$ cat src/rtl/irq_ctl_if.sv
// CPU-side register bus for irq_ctl: address, write data, write enable,
// ready, and the registered read data returned to the CPU.
interface irq_ctl_if;
    logic [15:0] AD;
    logic [7:0]  DI;
    logic        WE;
    logic        RDY;
    logic [7:0]  DO;

    modport master (
        output AD,
        output DI,
        output WE,
        output RDY,
        input  DO
    );

    modport slave (
        input  AD,
        input  DI,
        input  WE,
        input  RDY,
        output DO
    );
endinterface

$ cat src/rtl/irq_ctl.sv
// Interrupt controller: N synchronized sources, per-channel level/edge mode,
// polarity and mask, prioritized vector, and an 8-byte CPU register window.
module irq_ctl #(
    parameter int unsigned N    = 4,
    parameter logic [15:0] BASE = 16'hFE00
) (
    input  logic         clk,
    input  logic         RST,
    irq_ctl_if.slave     bus,
    input  logic [N-1:0] src,
    output logic         IRQ
);

    localparam logic [2:0] OFF_PEND = 3'd0;
    localparam logic [2:0] OFF_MASK = 3'd1;
    localparam logic [2:0] OFF_MODE = 3'd2;
    localparam logic [2:0] OFF_POL  = 3'd3;
    localparam logic [2:0] OFF_ACK  = 3'd4;
    localparam logic [2:0] OFF_VEC  = 3'd5;

    // State is kept 8 bits wide; bits N..7 are forced to zero by this mask.
    localparam logic [7:0] LIVE = 8'((1 << N) - 1);

    logic [7:0] sync1_q, sync1_d;
    logic [7:0] sync2_q, sync2_d;
    logic [7:0] hist_q,  hist_d;
    logic [7:0] pend_q,  pend_d;
    logic [7:0] mask_q,  mask_d;
    logic [7:0] mode_q,  mode_d;
    logic [7:0] pol_q,   pol_d;
    logic [7:0] do_q,    do_d;
    logic       irq_q,   irq_d;

    logic [7:0] src_ext;
    logic [7:0] di_live;
    logic [7:0] act;
    logic [7:0] rise;
    logic [7:0] ack_clr;
    logic [7:0] mode_arm;
    logic [7:0] masked;
    logic [7:0] vec;
    logic [7:0] rd_data;
    logic [2:0] off;
    logic       in_win;
    logic       wr_en;

    always_comb begin
        src_ext = '0;
        src_ext[N-1:0] = src;
    end

    assign di_live = bus.DI & LIVE;
    assign in_win  = (bus.AD[15:3] == BASE[15:3]);
    assign off     = bus.AD[2:0];
    assign wr_en   = bus.WE && bus.RDY && in_win;

    // Polarity is applied after the synchronizer, so a POL write takes effect
    // on the active level in the very next cycle.
    assign act    = (sync2_q ^ pol_q) & LIVE;
    assign rise   = act & ~hist_q;
    assign masked = pend_q & mask_q;

    always_comb begin
        vec = 8'h80;
        for (int i = int'(N) - 1; i >= 0; i--) begin
            if (masked[i]) begin
                vec = {5'b0, i[2:0]};
            end
        end
    end

    always_comb begin
        rd_data = 8'h00;
        if (in_win) begin
            case (off)
                OFF_PEND: rd_data = pend_q;
                OFF_MASK: rd_data = mask_q;
                OFF_MODE: rd_data = mode_q;
                OFF_POL:  rd_data = pol_q;
                OFF_VEC:  rd_data = vec;
                default:  rd_data = 8'h00;
            endcase
        end
    end

    always_comb begin
        sync1_d  = src_ext & LIVE;
        sync2_d  = sync1_q;
        hist_d   = act;
        mask_d   = mask_q;
        mode_d   = mode_q;
        pol_d    = pol_q;
        ack_clr  = 8'h00;
        mode_arm = 8'h00;

        if (wr_en) begin
            case (off)
                OFF_MASK: mask_d  = di_live;
                OFF_MODE: begin
                    mode_d   = di_live;
                    mode_arm = di_live & ~mode_q;
                end
                OFF_POL:  pol_d   = di_live;
                OFF_ACK:  ack_clr = di_live;
                default:  ;
            endcase
        end

        // Edge channels: a new edge beats a simultaneous ACK.
        // Level channels simply register the active level.
        pend_d = (mode_q & (rise | (pend_q & ~ack_clr))) | (~mode_q & act);
        // Switching a channel into edge mode starts it clean.
        pend_d = pend_d & ~mode_arm & LIVE;

        irq_d = |masked;
        do_d  = bus.RDY ? rd_data : do_q;
    end

    always_ff @(posedge clk or posedge RST) begin
        if (RST) begin
            sync1_q <= '0;
            sync2_q <= '0;
            hist_q  <= '0;
            pend_q  <= '0;
            mask_q  <= '0;
            mode_q  <= '0;
            pol_q   <= '0;
            do_q    <= '0;
            irq_q   <= 1'b0;
        end else begin
            sync1_q <= sync1_d;
            sync2_q <= sync2_d;
            hist_q  <= hist_d;
            pend_q  <= pend_d;
            mask_q  <= mask_d;
            mode_q  <= mode_d;
            pol_q   <= pol_d;
            do_q    <= do_d;
            irq_q   <= irq_d;
        end
    end

    assign bus.DO = do_q;
    assign IRQ    = irq_q;

endmodule

$ cat src/flat_wrapper.sv
// flat-port wrapper written by rule: the top's interface ports become plain ports
module irq_ctl_flat 
#(
    parameter int unsigned N    = 4,
    parameter logic [15:0] BASE = 16'hFE00
)
  (clk, RST, src, IRQ, bus_AD, bus_DI, bus_WE, bus_RDY, bus_DO);
  irq_ctl_if bus_i ();
  input  logic clk;
  input  logic RST;
  input  logic [N-1:0] src;
  output logic IRQ;
  input wire logic [$bits(bus_i.AD)-1:0] bus_AD;
  input wire logic [$bits(bus_i.DI)-1:0] bus_DI;
  input wire logic [$bits(bus_i.WE)-1:0] bus_WE;
  input wire logic [$bits(bus_i.RDY)-1:0] bus_RDY;
  output wire logic [$bits(bus_i.DO)-1:0] bus_DO;
  assign bus_i.AD = bus_AD;
  assign bus_i.DI = bus_DI;
  assign bus_i.WE = bus_WE;
  assign bus_i.RDY = bus_RDY;
  assign bus_DO = bus_i.DO;
  irq_ctl #(.N(N), .BASE(BASE)) u_core (.clk(clk), .RST(RST), .bus(bus_i), .src(src), .IRQ(IRQ));
endmodule
$ cat config.mk
export PLATFORM = sky130hd
export DESIGN_NAME = irq_ctl_flat
export DESIGN_NICKNAME = d
export VERILOG_FILES = /design/src/rtl/irq_ctl_if.sv /design/src/rtl/irq_ctl.sv /design/src/flat_wrapper.sv
export SDC_FILE = /design/constraint.sdc
export NUM_CORES = 1
export LEC_CHECK = 0
export CAP_MARGIN = 20
export CORE_UTILIZATION = 52
export DETAILED_ROUTE_END_ITERATION = 16
export HOLD_SLACK_MARGIN = 0.12
export PLACE_DENSITY = 0.81
export SETUP_SLACK_MARGIN = 0.05
export SLEW_MARGIN = 0
export SYNTH_ARGS = -nofsm -noshare
export SYNTH_HDL_FRONTEND = slang
export SYNTH_SLANG_ARGS = --single-unit
$ cat constraint.sdc
create_clock -name clk -period 2.64 [get_ports clk]
set_input_delay 0.264 -clock clk [delete_from_list [all_inputs] [get_ports clk]]
set_output_delay 0.264 -clock clk [all_outputs]
set_load 0.005 [all_outputs]
==> summary.txt <==
Place
  – DP Area: 2060 µm²
  – Post-DP HPWL: 2720 µm
  – Port bufs: 33
  – GPL Wtd Cong: 0.857

Finish
  – Final Util: 69.4%
  – Fin area: 2100 µm²
  – Antenna diode count: 0
  – Nets: 220
  – Fillers: 234
  – Area growth from synthesis to layout: 27.1%
  – Share of cells above drive strength 1: 17.0%

Clocking
  – Post-CTS setup buffers: 0
  – # clock sinks: 34
  – Clk Latency, worst-skew pair: 340 ps
  – Root buffer cell: clkbuf_4
  – Hold buffer count at CTS: 0
  – CTS Buf Count: 5
  – CTS tree: yes
  – Max Buffers Root-to-Sink: 2
  – Clock-pin slew on the worst setup and hold paths: 100 ps
  – H-tree levels: 2
  – Post-CTS Resized: 0

Global routing
  – Pin count of the biggest net entering global routing: 35
  – Vias in the first global route: 1341
  – Global-route wire length before repair: 5910 µm
  – Initial antenna violation count: 0
  – GRT Overall Usage: 24.0%
  – Grt ovf: 0

STA
  – Hold Slack: 310 ps
  – Final worst clock skew: 11.3 ps
  – Final cycle utilization of the critical path: 92.8%
  – Final Max Slew Viols: 0
  – FMAX: 408 MHz
  – Final Hold Viols: 0
  – Final min period: 2450 ps
  – Final setup violation count: 0
  – RSZ-0062 raised after global routing: false

Logic synthesis
  – Synth Area per Inst: 11.4 µm²
  – Yosys cell types: 39
  – Main synth FF type: dfrtp_1
  – Synth top area share: 51.4%
  – Synth async-reset ratio: 100%
  – Commonest cells in the netlist: dfrtp_1, inv_1, nand2_1
  – Post-Syn Area: 1650 µm²
  – Syn Inst Count: 145
  – YS warnings: 0
  – Top post-synthesis cells by area: dfrtp_1, mux4_2, mux2_2
  – Register bit total from synthesis: 34
  – Number of flops mapped to enable cells by yosys: 0
  – Post-synthesis sequential area ratio: 51.4%
  – Count leader, synth: dfrtp_1
  – Area leader, netlist: dfrtp_1

Status
  – Status: finished clean

Flow run
  – Max Cap Viol: 0

Die
  – Num rows: 20
  – Core ar.: 3030 µm²
  – Die height: 58.4 µm
  – I/O pins: 41
  – Initial core utilization: 54.6%
  – Width of the chip: 58.4 µm
  – DIE AREA: 3410 µm²

Setup path
  – Slowest stage delay, CP: 560 ps
  – CP max FO: 4
  – Crit end category: flip-flop
  – Cell chain of the critical path: clkdlybuf4s50_1 > or4_4 > or4_4 > buf_4 > nor2_1 > buf_4 > mux2_2
  – Crit-path leading delay family: simple AND/OR/NAND/NOR gates
  – CP Class: in2reg
  – WP buf/inv: 3
  – CP Data Required Time: 2860 ps
  – R2r setup slk: 1310 ps
  – Slowest CP cell: or4_4
  – WP data arrival: 2670 ps
  – Worst setup SP type: primary input

Route
  – Routed wire per std cell: 15.4 µm
  – Vias: 1287
  – Total Routed Length: 3580 µm
  – 1st-pass router iterations: 4
  – Drc violations: 0
  – DR iter-0 viols: 38
  – Vias per cell: 5.55
  – ANT nets after route: 0

Power and ir drop
  – Pwr/cell area: 431 nW/µm²
  – Lkg Pwr: 0.913 nW
  – Peak supply drop: 0.355 mV

Worst hold path
  – Worst hold path type: in2async
## per-layer routing
layer / GRT usage (%) / vias up / routed length, µm
met4: 12.2 / 0 / 68
met1: 29.3 / 625 / 1450
met2: 38.9 / 49 / 1850
met3: 7.03 / 8 / 218
met5: 0 / - / 0
li1: - / 605 / -
## kinds of logic after synthesis
kind of cell,synth area share [%]
DFF,51.4
muxes,13.8
other,0.227
buffers and inverters,6.20
and+or+nand+nor,14.4
xor gates and xnor gates,2.12
AOI/OAI and AO/OA,11.8
## tightest hold or removal path: cells and delay by family
family,cells,cell delay [ps]
buffers and inverters,3,810
## power by group
part / internal [mW] / total (mW) / switching [mW]
Combinational: 0.0563 / 0.102 / 0.0454
Clock: 0.100 / 0.264 / 0.163
Sequential: 0.533 / 0.541 / 0.00790
Total: 0.690 / 0.907 / 0.217
## registers in the layout, summed over array words and instances, names as in the netlist
register,count
u_core.pend_q,4
u_core.mask_q,4
u_core.mode_q,4
u_core.sync1_q,4
u_core.bus.DO,5
u_core.pol_q,4
u_core.hist_q,4
u_core.sync2_q,4
u_core.IRQ,1
## placed cells by master (no fill, tap or decap), drive strengths merged
cell | synthesis | routed
o21ai | 6 | 6
a21o | 2 | 2
mux2 | 10 | 10
a22oi | 4 | 4
or3 | 2 | 2
nand2b | 3 | 3
xnor2 | 4 | 4
o22ai | 2 | 2
o221a | 1 | 1
nand4 | 3 | 3
a21oi | 3 | 3
o31ai | 1 | 1
nor2 | 7 | 7
mux4 | 4 | 4
a32o | 1 | 1
o32ai | 2 | 2
nand2 | 9 | 9
and2 | 2 | 2
or2 | 2 | 2
or4 | 6 | 6
clkbuf | 1 | 7
o41ai | 1 | 1
nor3b | 1 | 1
buf | 5 | 7
nand3 | 1 | 1
o21bai | 2 | 2
dfrtp | 34 | 34
nor4 | 3 | 3
clkdlybuf4s50 | 0 | 33
o211ai | 2 | 2
or4bb | 1 | 1
nor3 | 1 | 1
inv | 16 | 16
mux2i | 1 | 1
conb | 1 | 3
a211oi | 1 | 1
## worst paths after layout
check / from / to / depth (start not counted)
setup / recovery: bus_AD[4] / u_core.pol_q[2] / 7
hold / removal: RST / u_core.pol_q[3] / 3
setup reg to reg: u_core.pend_q[0] / u_core.bus.DO[0] / 3
hold reg to reg: u_core.sync1_q[1] / u_core.sync2_q[1] / 0
max in group asynchronous: RST / u_core.pend_q[3] / 3
min in group clk: u_core.sync1_q[1] / u_core.sync2_q[1] / 0
## metrics by stage
step	power (mW)	TNS (ps)	std cells	worst slack, ps
after floorplan	0.595	0	147	272
final	0.907	0	232	189
after global routing	0.944	0	232	204
after CTS	0.913	0	232	242
after global placement	0.649	-757	225	-95.7
after detailed placement	0.653	-932	225	-119
## layout make-up
type | instances | area (µm²) | share of cell area, %
clock buffers | 7 | 45.0 | 2.14
well taps | 44 | 55.1 | 2.62
multi-input cells | 91 | 708 | 33.7
flip-flops and latches | 34 | 851 | 40.5
repair buffers | 40 | 383 | 18.2
inverters | 16 | 60.1 | 2.86
(Power assumes the default switching activity.)
